## config.mk

```make
export PLATFORM = sky130hd
export DESIGN_NAME = load_store_unit
export DESIGN_NICKNAME = d
export VERILOG_FILES = /design/src/rtl/rv32i_types.sv /design/src/rtl/load_store_unit_align.sv /design/src/rtl/load_store_unit.sv
export SDC_FILE = /design/constraint.sdc
export NUM_CORES = 1
export LEC_CHECK = 0
export ABC_AREA = 1
export CAP_MARGIN = 40
export CELL_PAD_IN_SITES_DETAIL_PLACEMENT = 0
export CELL_PAD_IN_SITES_GLOBAL_PLACEMENT = 1
export CORE_ASPECT_RATIO = 0.8
export CORE_MARGIN = 4
export CORE_UTILIZATION = 35
export DETAILED_ROUTE_END_ITERATION = 7
export GPL_TIMING_DRIVEN = 0
export PLACE_DENSITY_LB_ADDON = 0.1
export SLEW_MARGIN = 5
export SYNTH_ARGS = -nofsm -noshare
export SYNTH_HDL_FRONTEND = slang
export SYNTH_HIERARCHICAL = 1
export SYNTH_SLANG_ARGS = --single-unit
```

## constraint.sdc

```tcl
create_clock -name clk -period 6.5 [get_ports clk]
set_input_delay 1.3 -clock clk [delete_from_list [all_inputs] [get_ports clk]]
set_output_delay 1.3 -clock clk [all_outputs]
set_load 0.05 [all_outputs]
```

## src/rtl/rv32i_types.sv

```systemverilog
// Shared RV32I types: word/register/mask aliases, load/store funct3
// encodings and the load/store unit state enumeration.
package rv32i_types;

   typedef logic [31:0] rv32i_word;
   typedef logic [4:0]  rv32i_reg;
   typedef logic [3:0]  rv32i_mem_wmask;

   typedef enum logic [2:0] {
      lb  = 3'b000,
      lh  = 3'b001,
      lw  = 3'b010,
      lbu = 3'b100,
      lhu = 3'b101
   } load_funct3_t;

   typedef enum logic [2:0] {
      sb = 3'b000,
      sh = 3'b001,
      sw = 3'b010
   } store_funct3_t;

   typedef enum logic [1:0] {
      IDLE,
      MEM,
      RESP
   } lsu_state_t;

   // Offset bits that must be zero for a halfword / word access
   localparam logic [1:0] HALF_ALIGN_MASK = 2'b01;
   localparam logic [1:0] WORD_ALIGN_MASK = 2'b11;

endpackage

```

## src/rtl/load_store_unit_align.sv

```systemverilog
// Combinational lane logic for the load/store unit: alignment and funct3
// fault detection, store byte-enable and lane replication, load extraction.
module lsu_align
   import rv32i_types::*;
#(
   parameter bit NONE_FUNCT3_CHECK = 1'b1
)
(
   input  logic           isStore_i,
   input  logic [2:0]     funct3_i,
   input  logic [1:0]     offset_i,
   input  rv32i_word      storeData_i,
   input  rv32i_word      loadWord_i,
   output rv32i_mem_wmask wmask_o,
   output rv32i_word      wdata_o,
   output rv32i_word      rdata_o,
   output logic           fault_o
);

   logic       illegal;
   logic       misaligned;
   logic [2:0] effFunct3;
   logic [7:0] byteSel;
   logic [15:0] halfSel;

   // Classify funct3; unknown encodings either fault or fall back to a word access
   always_comb begin
      illegal   = 1'b0;
      effFunct3 = funct3_i;
      if (isStore_i) begin
         if (funct3_i > 3'b010) begin
            illegal = 1'b1;
         end
      end else begin
         if ((funct3_i == 3'b011) || (funct3_i[2:1] == 2'b11)) begin
            illegal = 1'b1;
         end
      end
      if (illegal && !NONE_FUNCT3_CHECK) begin
         effFunct3 = 3'b010;
      end
   end

   // Alignment check based on the access size held in the low funct3 bits
   always_comb begin
      misaligned = 1'b0;
      case (effFunct3[1:0])
         2'b01:   misaligned = ((offset_i & HALF_ALIGN_MASK) != 2'b00);
         2'b10:   misaligned = ((offset_i & WORD_ALIGN_MASK) != 2'b00);
         default: misaligned = 1'b0;
      endcase
      fault_o = (illegal && NONE_FUNCT3_CHECK) || misaligned;
   end

   // Store byte enables and lane-replicated data; loads never enable bytes
   always_comb begin
      wmask_o = 4'b0000;
      wdata_o = storeData_i;
      if (isStore_i) begin
         case (effFunct3)
            sb: begin
               wmask_o = 4'b0001 << offset_i;
               wdata_o = {4{storeData_i[7:0]}};
            end
            sh: begin
               wmask_o = 4'b0011 << offset_i;
               wdata_o = {2{storeData_i[15:0]}};
            end
            default: begin
               wmask_o = 4'b1111;
               wdata_o = storeData_i;
            end
         endcase
      end
   end

   // Pick the addressed byte/halfword out of the memory word and extend it
   always_comb begin
      byteSel = loadWord_i[{offset_i, 3'b000} +: 8];
      halfSel = offset_i[1] ? loadWord_i[31:16] : loadWord_i[15:0];
      case (effFunct3)
         lb:      rdata_o = {{24{byteSel[7]}}, byteSel};
         lbu:     rdata_o = {24'h000000, byteSel};
         lh:      rdata_o = {{16{halfSel[15]}}, halfSel};
         lhu:     rdata_o = {16'h0000, halfSel};
         default: rdata_o = loadWord_i;
      endcase
   end

endmodule

```

## src/rtl/load_store_unit.sv

```systemverilog
// Multicycle load/store stage: accepts one request, checks it, runs a
// word-aligned memory handshake and returns extended load data.
module load_store_unit
   import rv32i_types::*;
#(
   parameter bit NONE_FUNCT3_CHECK = 1'b1
)
(
   input  logic           clk,
   input  logic           rst_n,
   input  logic           req_valid,
   output logic           req_ready,
   input  logic           req_is_store,
   input  logic [2:0]     req_funct3,
   input  rv32i_word      req_addr,
   input  rv32i_word      req_wdata,
   input  rv32i_reg       req_rd,
   output logic           resp_valid,
   output rv32i_word      resp_rdata,
   output rv32i_reg       resp_rd,
   output logic           resp_fault,
   output rv32i_word      mem_address,
   output logic           mem_read,
   output logic           mem_write,
   output rv32i_mem_wmask mem_wmask,
   output rv32i_word      mem_wdata,
   input  rv32i_word      mem_rdata,
   input  logic           mem_resp
);

   lsu_state_t state_q, state_d;
   logic       isStore_q, isStore_d;
   logic [2:0] funct3_q, funct3_d;
   rv32i_word  addr_q, addr_d;
   rv32i_word  wdata_q, wdata_d;
   rv32i_word  rdata_q, rdata_d;
   rv32i_reg   rd_q, rd_d;
   logic       fault_q, fault_d;

   logic           inIdle;
   logic           alignIsStore;
   logic [2:0]     alignFunct3;
   logic [1:0]     alignOffset;
   rv32i_word      alignStoreData;
   rv32i_mem_wmask alignWmask;
   rv32i_word      alignWdata;
   rv32i_word      alignRdata;
   logic           alignFault;

   // While idle the lane logic inspects the incoming request so a fault is
   // known at the accept edge; afterwards it works on the captured request.
   assign inIdle         = (state_q == IDLE);
   assign alignIsStore   = inIdle ? req_is_store    : isStore_q;
   assign alignFunct3    = inIdle ? req_funct3      : funct3_q;
   assign alignOffset    = inIdle ? req_addr[1:0]   : addr_q[1:0];
   assign alignStoreData = inIdle ? req_wdata       : wdata_q;

   lsu_align #(
      .NONE_FUNCT3_CHECK (NONE_FUNCT3_CHECK)
   ) uAlign (
      .isStore_i   (alignIsStore),
      .funct3_i    (alignFunct3),
      .offset_i    (alignOffset),
      .storeData_i (alignStoreData),
      .loadWord_i  (mem_rdata),
      .wmask_o     (alignWmask),
      .wdata_o     (alignWdata),
      .rdata_o     (alignRdata),
      .fault_o     (alignFault)
   );

   // State and captured request registers; reset aborts any transaction
   always_ff @(posedge clk or negedge rst_n) begin
      if (!rst_n) begin
         state_q   <= IDLE;
         isStore_q <= 1'b0;
         funct3_q  <= 3'b000;
         addr_q    <= '0;
         wdata_q   <= '0;
         rdata_q   <= '0;
         rd_q      <= '0;
         fault_q   <= 1'b0;
      end else begin
         state_q   <= state_d;
         isStore_q <= isStore_d;
         funct3_q  <= funct3_d;
         addr_q    <= addr_d;
         wdata_q   <= wdata_d;
         rdata_q   <= rdata_d;
         rd_q      <= rd_d;
         fault_q   <= fault_d;
      end
   end

   // Next-state, capture and output decode for IDLE -> MEM -> RESP
   always_comb begin
      state_d     = state_q;
      isStore_d   = isStore_q;
      funct3_d    = funct3_q;
      addr_d      = addr_q;
      wdata_d     = wdata_q;
      rdata_d     = rdata_q;
      rd_d        = rd_q;
      fault_d     = fault_q;
      req_ready   = 1'b0;
      resp_valid  = 1'b0;
      resp_rdata  = '0;
      resp_rd     = '0;
      resp_fault  = 1'b0;
      mem_address = '0;
      mem_read    = 1'b0;
      mem_write   = 1'b0;
      mem_wmask   = '0;
      mem_wdata   = '0;

      case (state_q)
         IDLE: begin
            req_ready = 1'b1;
            if (req_valid) begin
               isStore_d = req_is_store;
               funct3_d  = req_funct3;
               addr_d    = req_addr;
               wdata_d   = req_wdata;
               rd_d      = req_rd;
               rdata_d   = '0;
               fault_d   = alignFault;
               state_d   = alignFault ? RESP : MEM;
            end
         end
         MEM: begin
            mem_address = {addr_q[31:2], 2'b00};
            mem_read    = !isStore_q;
            mem_write   = isStore_q;
            if (isStore_q) begin
               mem_wmask = alignWmask;
               mem_wdata = alignWdata;
            end
            if (mem_resp) begin
               rdata_d = isStore_q ? '0 : alignRdata;
               state_d = RESP;
            end
         end
         RESP: begin
            resp_valid = 1'b1;
            resp_rdata = rdata_q;
            resp_rd    = isStore_q ? '0 : rd_q;
            resp_fault = fault_q;
            state_d    = IDLE;
         end
         default: begin
            state_d = IDLE;
         end
      endcase
   end

endmodule

```

# == Yosys cells after proc, flatten, opt, wreduce, memory -nomap -nowiden ==
# Index checks and enable logic that the tools add are counted.
# W data, S select, Z words.
# word_totals
regBits,108
in_bits,109
out_inout_bits,110
elab_cells,68
# op_classes
order_cmp,1
n_eq_ne,11
shift,3
muxes,35
n_reduce_logical,10
# op_table
cell,n
$mux W32,9
$pmux W32 S2,2
$pmux W32 S4,1
$shiftx A32 B6 Y8,1
$mux W16,1
$mux W4,3
$mux W5,2
$mux W1,9
$mux W2,4
$pmux W4 S2,1
$eq A2 B2 Y1 const B,3
$eq A3 B3 Y1 const B,2
$eq A2 B1 Y1 const B,2
$ne A2 B2 Y1 const B,2
$pmux W2 S2,1
$reduce_and A2 Y1,2
$reduce_bool A2 Y1,2
$shl A1 B2 Y4 const A,1
$shl A2 B2 Y4 const A,1
$eq A3 B1 Y1 const B,1
$eq A3 B2 Y1 const B,1
$gt A3 B2 Y1 const B,1
$logic_not A3 Y1,1
$mux W3,1
other kinds (5),6

# == Logic depth before layout (Yosys ltp) ==
# Gate-level depths: netlist of run 1.
# logic_depth
word_depth,10
depth_mapped,16
depth_no_buf,13

# == By module ==
# The synthesis of run 1 kept the hierarchy.
# modules_own_cells
module,n_inst,cells_per_inst,area_per_inst_um2,seq_area_each_um2
load_store_unit,1,853,5804.3,2702.6
lsu_align,1,292,1356.3,0.0

# == Least setup slack after synthesis of run 1 ==
# OpenSTA, ideal clock, no wires.
# synth_timing
path_type,input to output
startpoint,input port req_funct3[1]
endpoint,output port mem_wdata[29]
arrival_ns,3.064
required_time_ns,5.200
setup_slack_ns,2.136
cell_stages,12
path_buffers,2
cell_sequence,inv_1 > a21oi_1 > inv_1 > ha_1 > buf_2 > buf_2 > nand3_1 > nand2_1 > nand2_1 > nand2_1 > nand2_1 > nor2_1
# synth_via
elab_chain_cells,6
elab_cells_between_ends,7
cone_classes,eq/ne (1); mux (5); reduce/logical (1)
# synth_lines
item,line,source
start: declaration,load_store_unit.sv:14,"input logic [2:0] req_funct3,"
$mux W3 *,load_store_unit.sv:54,assign alignFunct3 = inIdle ? req_funct3 : funct3_q;
named net alignFunct3[1],load_store_unit.sv:42,logic [2:0] alignFunct3;
$eq A3 B1 Y1 / $logic_not A3 Y1 (equally long branches),load_store_unit_align.sv:60,case (effFunct3)
$pmux W32 S2 *,load_store_unit_align.sv:60,
$mux W32 *,load_store_unit_align.sv:59,if (isStore_i) begin
named net alignWdata[29],load_store_unit.sv:46,rv32i_word alignWdata;
$mux W32 *,load_store_unit.sv:134,if (isStore_q) begin
$mux W32 *,load_store_unit.sv:116,case (state_q)
end: declaration,load_store_unit.sv:26,"output rv32i_word mem_wdata,"
# The timed path passes the listed nets; every way through them passes the cells marked *.

# == Worst setup path after layout of run 1 ==
# layout_timing
startpoint,input port req_funct3[1]
endpoint,output port mem_wdata[30]
# Same word-level chain as after synthesis.

==> results.sh, run 1 <==
export IMPL_cts_setup_buffers=0
export IMPL_synthTopCellsByArea="dfrtp_1, nand2_1, nor2_1"
export IMPL_setup_viol=0
export IMPL_die_area_um2=22800
export IMPL_cts_tree="done"
export IMPL_min_path_type="flip-flop to flip-flop"
export IMPL_yosys_area_top_type_share_pct=37.7
export IMPL_placed_cells=1627
export IMPL_ant_nets=0
export IMPL_mostFrequentLayoutCell="nand2_1"
export IMPL_wirelength_mm=25.8
export IMPL_dpl_cell_area_um2=9690
export IMPL_final_setup_tns_ns=0
export IMPL_core_area_um2=20000
export IMPL_grt_pass1_wl_mm=40.1
export IMPL_arrival_ns=4.21
export IMPL_tightest_slew_ns=0.725
export IMPL_syn_area_per_cell_um2=6.25
export IMPL_syn_area_um2=7160
export IMPL_fp_dieW_um=168
export IMPL_grt_max_degree=68
export IMPL_cpPeakStageDelay_ns=0.81
export IMPL_p_per_area_nw_per_um2=450
export IMPL_leakage_nw=4.96
export IMPL_antenna_found_initial=1
export IMPL_crit_fanout=10
export IMPL_path_buf_inv=6
export IMPL_fin_crit_sh_pct=84.8
export IMPL_critPathKind="input port to output port"
export IMPL_pre_cts_ws_ns=0.999
export IMPL_path_clk_slew_ns=0.08
export IMPL_crit_required_ns=5.20
export IMPL_overflow=0
export IMPL_cts_buffer_depth=2
export IMPL_grt_pass1_vias=7173
export IMPL_rsz0062_at_grt="no"
export IMPL_most_common_layout_cells="nand2_1, clkdlybuf4s50_1, nor2_1"
export IMPL_syn_inst=1145
export IMPL_port_buffers=216
export IMPL_peakVddDrop_v=0.000165
export IMPL_dr_pass1_iters=5
export IMPL_cp_slowest_cell="clkdlybuf4s50_1"
export IMPL_clk_latency_ns=0.36
export IMPL_ys_seq_area_share_pct=37.7
export IMPL_yosys_area_top_type="dfrtp_1"
export IMPL_ioPinCount=219
export IMPL_drt_initial_drc_count=800
export IMPL_finalNetCount=1487
export IMPL_ys_warn_count=6
export IMPL_stdcell_area_um2=9970
export IMPL_cts_root_buf="clkbuf_16"
export IMPL_cts_sinks=108
export IMPL_grtUsageTotal_pct=22.1
export IMPL_cts_resized=0
export IMPL_drive_above_1_share_pct=7.69
export IMPL_period_needed_ns=5.51
export IMPL_gp_congestion=0.893
export IMPL_htree_levels=3
export IMPL_crit_top_cell="nand2_1"
export IMPL_final_cell_count_no_fill=1644
export IMPL_maxSlewHeadroom_pct=51.6
export IMPL_maxCapViolations=0
export IMPL_cts_buffers_inserted=9
export IMPL_route_vias_total=7765
export IMPL_area_growth_pct=39.3
export IMPL_rows=46
export IMPL_path_cells="clkdlybuf4s50_1 > inv_1 > a21oi_1 > inv_1 > ha_1 > buf_2 > buf_2 > nand3_1 > nand2_1 > nand2_1 > nand2_1 > nand2_1 > nor2_1 > clkdlybuf4s50_1"
export IMPL_dp_hpwl_mm=19.8
export IMPL_final_hold_viol_count=0
export IMPL_dieHeight_um=136
export IMPL_finClkSkew_ns=0.00884
export IMPL_drc_errors=0
export IMPL_max_freq_mhz=181
export IMPL_crit_family="buffers and inverters"
export IMPL_drt_wirelength_per_cell_um=15.7
export IMPL_p_total_w=0.00449
export IMPL_startpoint_type="input port"
export IMPL_slew_viol_final=0
export IMPL_fillCellCount=2123
export IMPL_ys_ff_latch=108
export IMPL_vias_per_cell=4.72
export IMPL_cts_hold_buf=0
export IMPL_initial_utilization_pct=35.9
export IMPL_worst_slack_ns=0.988
export IMPL_critPathCaptureType="output port"
export IMPL_yosysUniqueCellTypes=23
export IMPL_status="finished clean"
## synthesized netlist by cell type
cell      number
conb_1         1
nand2_1      392
inv_2          4
nand2_2        3
ha_1           4
nor2_2         2
nor2_1       177
buf_2         47
o22ai_1        1
buf_6          5
o211ai_1      10
inv_1        127
o21ai_1        4
clkbuf_1      16
buf_4         17
or2_2          9
o21ai_0       49
nand3_2        1
dfrtp_1      108
buf_1          2
nand3_1      125
a21oi_1       40
nor2_8         1
## power breakdown
group / internal (W) / total [W] / switching [W]
clock: 0.000269 / 0.000556 / 0.000288
sequential: 0.000952 / 0.00110 / 0.000149
combinational: 0.000933 / 0.00283 / 0.00190
## cells by family (layout without fill, tap and decap cells)
group,after synthesis,in the layout,share of synthesized area (%)
AOI/OAI and AO/OA,104,104,7.64
adders and majority gates,4,4,0.699
buffers and inverters,218,451,13.7
DFF,108,108,37.7
other,1,3,0.0524
and+or+nand+nor,710,710,40.2
## layout make-up
| cell class | count | area, µm² | area share (%) |
|---|---|---|---|
| Buffer | 87 | 487 | 4.88 |
| Timing Repair Buffer | 217 | 2190 | 22.0 |
| Tap cell | 264 | 330 | 3.31 |
| Clock inverter | 6 | 55.1 | 0.552 |
| Clock buffer | 10 | 229 | 2.30 |
| Sequential cell | 108 | 2700 | 27.1 |
| Antenna cell | 1 | 2.50 | 0.0251 |
| Multi-Input combinational cell | 820 | 3480 | 34.9 |
| Inverter | 131 | 492 | 4.93 |
## layer usage
metal | track usage [%] | wire [µm]
met1 | 35.0 | 13200
met4 | 3.42 | 210
met3 | 3.69 | 1740
met5 | 0 | 10
met2 | 31.8 | 10600
## state kept, by name, indices dropped and copies added, names as in the netlist
signal / count
addr_q: 32
fault_q: 1
wdata_q: 32
rdata_q: 32
isStore_q: 1
state_q: 2
funct3_q: 3
rd_q: 5
## worst paths after layout
kind,from,to,slack (ns),cells after the start
max in group asynchronous,rst_n,rdata_q[19]$_DFFE_PN0P_,4.94,2
worst max register to register,state_q[0]$_DFFE_PN0P_,rdata_q[7]$_DFFE_PN0P_,3.30,16
worst min-delay path,addr_q[13]$_DFFE_PN0P_,addr_q[13]$_DFFE_PN0P_,0.47,2
worst min register to register,addr_q[13]$_DFFE_PN0P_,addr_q[13]$_DFFE_PN0P_,0.47,2
worst max-delay path,req_funct3[1],mem_wdata[30],0.99,14
min in group asynchronous,rst_n,wdata_q[19]$_DFFE_PN0P_,0.84,1
## through the flow
step           hold WS, ns  util (%)
6_report             0.471      49.9
5_1_grt              0.493      49.9
4_1_cts              0.479      49.9
3_5_place_dp         0.459      48.5
3_3_place_gp         0.454      48.4
2_1_floorplan        0.442         -
## worst register-to-register path: stages, from the launching register on
cell and delay (ns):
dfrtp_1 0.36, buf_2 0.17, nor2_8 0.19, clkbuf_1 0.40, nor2_1 0.07, a21oi_1 0.34, inv_1 0.15, ha_1 0.27
nor2_1 0.15, buf_2 0.24, buf_2 0.26, nand2_1 0.07, nand3_1 0.12, nand2_1 0.07, nor2_1 0.12, nand2_1 0.08
nand2_1 0.08
Note: power is estimated with default switching activity, not from simulation.
==> run 2, diff against run 1 <==
CORE_UTILIZATION = 29   (was 35)
clock period = 5 ns   (was 6.5 ns; I/O delays follow)
==> run 2 against run 1 <==
Effect of this change: die area grew 20%; design area increased by 0.98%; clock-buffer cell count shrank 1; worst hold slack improved by 0.0032 ns; clock power increased by 30%; non-clock buffer count did not move; critical endpoint is now mem_wdata[9]; largest power group unchanged.
==> results.sh, run 2 (synthesis gave the netlist of run 1 again) <==
export IMPL_dr_pass1_iters=5
export IMPL_route_vias_total=7720
export IMPL_crit_top_cell="nand2_1"
export IMPL_cts_setup_buffers=0
export IMPL_final_setup_tns_ns=0
export IMPL_period_needed_ns=4.73
export IMPL_grt_max_degree=84
export IMPL_p_total_w=0.00585
export IMPL_drt_initial_drc_count=716
export IMPL_clkPwrFrac_pct=12.4
export IMPL_cts_root_buf="clkbuf_16"
export IMPL_setup_viol=0
export IMPL_p_per_area_nw_per_um2=581
export IMPL_min_path_type="flip-flop to flip-flop"
export IMPL_gp_congestion=0.861
export IMPL_overflow=0
export IMPL_leakage_nw=5.17
export IMPL_rows=51
export IMPL_finClkSkew_ns=0.00697
export IMPL_max_freq_mhz=211
export IMPL_ioPinCount=219
export IMPL_initial_utilization_pct=29.5
export IMPL_largestRegisters="addr_q x32, rdata_q x32, wdata_q x32"
export IMPL_grtUsageTotal_pct=19.7
export IMPL_drt_wirelength_per_cell_um=16.1
export IMPL_clk_latency_ns=0.36
export IMPL_grt_pass1_vias=7360
export IMPL_path_cells="clkdlybuf4s50_1 > inv_1 > a21oi_1 > nor2_2 > nand2_1 > buf_2 > nand2_1 > nand2_1 > nand2_1 > nor2_1 > clkdlybuf4s50_1"
export IMPL_tightest_slew_ns=0.699
export IMPL_cts_hold_buf=0
export IMPL_antennaDiodeCount=0
export IMPL_placed_cells=1681
export IMPL_ant_nets=0
export IMPL_worst_slack_ns=0.267
export IMPL_crit_required_ns=4.00
export IMPL_fillCellCount=2741
export IMPL_htree_levels=3
export IMPL_maxSlewHeadroom_pct=53.4
export IMPL_final_cell_count_no_fill=1696
export IMPL_peakVddDrop_v=0.000200
export IMPL_port_buffers=216
export IMPL_startpoint_type="input port"
export IMPL_cp_slowest_cell="clkdlybuf4s50_1"
export IMPL_path_clk_slew_ns=0.08
export IMPL_final_hold_viol_count=0
export IMPL_power_frac_comb_pct=63.2
export IMPL_maxCapViolations=0
export IMPL_power_switching_w=0.00306
export IMPL_dp_hpwl_mm=20.9
export IMPL_fin_crit_sh_pct=94.7
export IMPL_drive_above_1_share_pct=7.84
export IMPL_cts_buffer_depth=2
export IMPL_cpPeakStageDelay_ns=0.83
export IMPL_dieHeight_um=149
export IMPL_mostFrequentLayoutCell="nand2_1"
export IMPL_wirelength_mm=27.3
export IMPL_whs_ns=0.474
export IMPL_rsz0062_at_grt="no"
export IMPL_fp_dieW_um=184
export IMPL_finalNetCount=1487
export IMPL_core_area_um2=24300
export IMPL_drc_errors=0
export IMPL_crit_fanout=10
export IMPL_critPathCaptureType="output port"
export IMPL_pre_cts_ws_ns=0.0376
export IMPL_status="finished clean"
export IMPL_die_area_um2=27300
export IMPL_grt_pass1_wl_mm=42.5
export IMPL_arrival_ns=3.73
export IMPL_antenna_found_initial=2
export IMPL_slew_viol_final=0
export IMPL_cts_sinks=108
export IMPL_cts_tree="done"
export IMPL_power_share_switching_pct=52.2
export IMPL_pwr_share_seq_pct=24.4
export IMPL_vias_per_cell=4.55
export IMPL_p_int_w=0.00280
export IMPL_most_common_layout_cells="nand2_1, clkdlybuf4s50_1, nor2_1"
export IMPL_critPathKind="input port to output port"
export IMPL_area_growth_pct=40.6
export IMPL_cts_buffers_inserted=9
run 2: worst max-delay path: cells and delay by family:
family                 cells  cell delay [ns]
AO/OA/AOI/OAI              1             0.37
AND/OR/NAND/NOR            6             0.72
buffers and inverters      4             1.63
run 2: repair_timing:
| item | in CTS | in global routing |
|---|---|---|
| resized for setup | 1 | 14 |
| setup endpoints to repair | 9 | 22 |
| hold endpoints to repair | 0 | 0 |
run 2: worst paths after layout:
| kind | start | to | slack, ns | cells after the start |
|---|---|---|---|---|
| max | req_funct3[2] | mem_wdata[9] | 0.27 | 11 |
| max reg2reg | state_q[0]$_DFFE_PN0P_ | rdata_q[26]$_DFFE_PN0P_ | 1.91 | 16 |
| max in group asynchronous | rst_n | wdata_q[7]$_DFFE_PN0P_ | 3.73 | 2 |
| min in group asynchronous | rst_n | rdata_q[22]$_DFFE_PN0P_ | 0.49 | 1 |
| min reg2reg | addr_q[14]$_DFFE_PN0P_ | addr_q[14]$_DFFE_PN0P_ | 0.47 | 2 |
| min | addr_q[14]$_DFFE_PN0P_ | addr_q[14]$_DFFE_PN0P_ | 0.47 | 2 |
run 2: final cells by class:
| type | count | area [µm²] | share of cell area [%] |
|---|---|---|---|
| clock buffer | 9 | 225 | 2.24 |
| tap | 318 | 398 | 3.95 |
| multi-input combinational | 820 | 3480 | 34.6 |
| sequential | 108 | 2700 | 26.8 |
| buffer | 87 | 489 | 4.86 |
| inverter | 131 | 492 | 4.88 |
| clock inverter | 6 | 61.3 | 0.609 |
| timing repair buffer | 217 | 2220 | 22.0 |
run 2: metal layers:
layer | global-route usage, % | vias up | part of all wire, %
met5 | 0 | - | 0.077
met4 | 3.46 | 4 | 1.1
met3 | 3.37 | 23 | 6.9
met2 | 27.6 | 254 | 40
met1 | 31.7 | 3495 | 52
li1 | - | 3944 | -
run 2: power groups by stage:
| stage | combinational, W | sequential, W | clock, W |
|---|---|---|---|
| 2_1_floorplan | 0.00259 | 0.00140 | 0 |
| 3_3_place_gp | 0.00370 | 0.00144 | 0 |
| 3_5_place_dp | 0.00370 | 0.00144 | 0 |
| 4_1_cts | 0.00372 | 0.00143 | 0.000750 |
| 5_1_grt | 0.00415 | 0.00148 | 0.000788 |
| 6_report | 0.00370 | 0.00143 | 0.000724 |
run 2: stage by stage:
stage	utilization [%]	instance area (µm²)
CTS	41.3	10000
finish	41.4	10100
floorplan	-	7160
global placement	40.0	9720
global route	41.4	10100
detailed placement	40.1	9750
==> run 3, diff against run 2 <==
CORE_ASPECT_RATIO = unset   (was 0.8)
==> run 3 against run 2 <==
Effect of this change: sequential cell count unchanged; clock skew is 0.00094 ns higher; largest power group unchanged; critical endpoint is now mem_wmask[2]; combinational power hardly changed; critical path depth grew 2; sequential share of layout area about the same; critical path type unchanged; routed wire length decreased by 1.9%; fmax down 0.39%; power is essentially flat.
==> results.sh, run 3 (synthesis gave the netlist of run 1 again) <==
export IMPL_vias_per_cell=4.58
export IMPL_maxCapViolations=0
export IMPL_arrival_ns=3.75
export IMPL_cts_tree="done"
export IMPL_cts_setup_buffers=0
export IMPL_most_common_layout_cells="nand2_1, clkdlybuf4s50_1, nor2_1"
export IMPL_fin_crit_sh_pct=95.0
export IMPL_slew_viol_final=0
export IMPL_antennaDiodeCount=0
export IMPL_grtUsageTotal_pct=19.6
export IMPL_critPathKind="input port to output port"
export IMPL_grt_max_degree=77
export IMPL_worstHoldPathCells=2
export IMPL_cts_buffers_inserted=9
export IMPL_tightest_slew_ns=0.628
export IMPL_setup_viol=0
export IMPL_wirelength_mm=26.8
export IMPL_antenna_found_initial=0
export IMPL_leakage_nw=5.16
export IMPL_cts_buffer_depth=2
export IMPL_rr_worst_depth=16
export IMPL_cts_sinks=108
export IMPL_drc_errors=0
export IMPL_overflow=0
export IMPL_htree_levels=3
export IMPL_initial_utilization_pct=29.4
export IMPL_dr_pass1_iters=5
export IMPL_core_area_um2=24300
export IMPL_rsz0062_at_grt="no"
export IMPL_ant_nets=0
export IMPL_rows=57
export IMPL_crit_required_ns=4.00
export IMPL_path_clk_slew_ns=0.08
export IMPL_final_hold_viol_count=0
export IMPL_fp_dieW_um=165
export IMPL_max_freq_mhz=210
export IMPL_p_total_w=0.00586
export IMPL_ioPinCount=219
export IMPL_die_area_um2=27300
export IMPL_period_needed_ns=4.75
export IMPL_startpoint_type="input port"
export IMPL_peakVddDrop_v=0.000236
export IMPL_drt_initial_drc_count=411
export IMPL_whs_ns=0.472
export IMPL_p_per_area_nw_per_um2=581
export IMPL_route_vias_total=7795
export IMPL_worst_slack_ns=0.249
export IMPL_dieHeight_um=165
export IMPL_finClkSkew_ns=0.00791
export IMPL_crit_fanout=10
export IMPL_dp_hpwl_mm=20.8
export IMPL_drt_wirelength_per_cell_um=15.7
export IMPL_placed_cells=1687
export IMPL_pre_cts_ws_ns=0.0588
export IMPL_critPathCaptureType="output port"
export IMPL_status="finished clean"
export IMPL_drive_above_1_share_pct=7.83
export IMPL_finalNetCount=1487
export IMPL_final_cell_count_no_fill=1703
export IMPL_grt_pass1_wl_mm=41.7
export IMPL_largestRegisters="addr_q x32, rdata_q x32, wdata_q x32"
export IMPL_maxSlewHeadroom_pct=58.0
export IMPL_area_growth_pct=40.8
export IMPL_cts_root_buf="clkbuf_16"
export IMPL_cts_hold_buf=0
export IMPL_gp_congestion=0.887
export IMPL_port_buffers=216
export IMPL_grt_pass1_vias=7554
export IMPL_clk_latency_ns=0.36
export IMPL_min_path_type="flip-flop to flip-flop"
export IMPL_mostFrequentLayoutCell="nand2_1"
[run 3: cell types whose count changed in the layout (fill, tap and decap cells not counted)]
| cell | before | now |
|---|---|---|
| inv_6 | 0 | 2 |
| clkbuf_1 | 14 | 15 |
| clkbuf_2 | 2 | 1 |
| clkbuf_8 | 0 | 1 |
| clkdlybuf4s50_1 | 204 | 205 |
| clkinv_8 | 1 | 0 |
| clkinvlp_4 | 1 | 0 |
| dlymetal6s2s_1 | 11 | 10 |
[run 3: worst max-delay path, cell delays in order]
cell and delay, ns:
clkdlybuf4s50_1 0.45, inv_1 0.10, a21oi_1 0.14, inv_1 0.14, ha_1 0.17, buf_2 0.25
nand2_1 0.11, o21ai_0 0.16, nand3_1 0.10, nand2_1 0.10, nand2_1 0.09, nor2_1 0.13
clkdlybuf4s50_1 0.82
[run 3: what timing repair did]
item                       in CTS  in global routing
gates cloned                    0                  0
setup endpoints to repair       7                 20
resized for setup               1                 11
[run 3: per-stage QoR]
stage               utilization, %  area (µm²)  setup TNS (ns)
global placement              40.0        9730         -185.85
detailed placement            40.1        9760               0
CTS                           41.3       10100               0
global route                  41.5       10100               0
floorplan                        -        7160               0
finish                        41.5       10100               0
[run 3: power breakdown]
group          total, W  leakage [nW]  switching (W)  internal [W]
clock          0.000742         0.146       0.000378      0.000363
combinational   0.00368          3.64        0.00247       0.00121
sequential      0.00143          1.38       0.000197       0.00124
[run 3: layout make-up]
type                            count  area [µm²]
Clock inverter                      6        55.1
Inverter                          131         492
Tap cell                          324         405
Multi-Input combinational cell    820        3480
Timing Repair Buffer              217        2220
Fill cell                        2734       14200
Clock buffer                       10         239
Buffer                             87         488
Sequential cell                   108        2700
[run 3: path summary, 6_finish.rpt]
check,from,to,slack [ns]
worst max-delay path,req_funct3[1],mem_wmask[2],0.25
worst min-delay path,addr_q[22]$_DFFE_PN0P_,addr_q[22]$_DFFE_PN0P_,0.47
worst max register to register,state_q[0]$_DFFE_PN0P_,rdata_q[2]$_DFFE_PN0P_,1.86
worst min register to register,addr_q[22]$_DFFE_PN0P_,addr_q[22]$_DFFE_PN0P_,0.47
max in group asynchronous,rst_n,wdata_q[23]$_DFFE_PN0P_,3.77
min in group asynchronous,rst_n,rdata_q[8]$_DFFE_PN0P_,0.53
[run 3: layer usage]
layer,vias up,GRT usage [%],wire length (µm)
met3,28,2.83,1210
li1,3941,-,-
met5,-,0,0
met1,3630,26.7,12300
met4,0,4.88,493
met2,196,32.7,12800
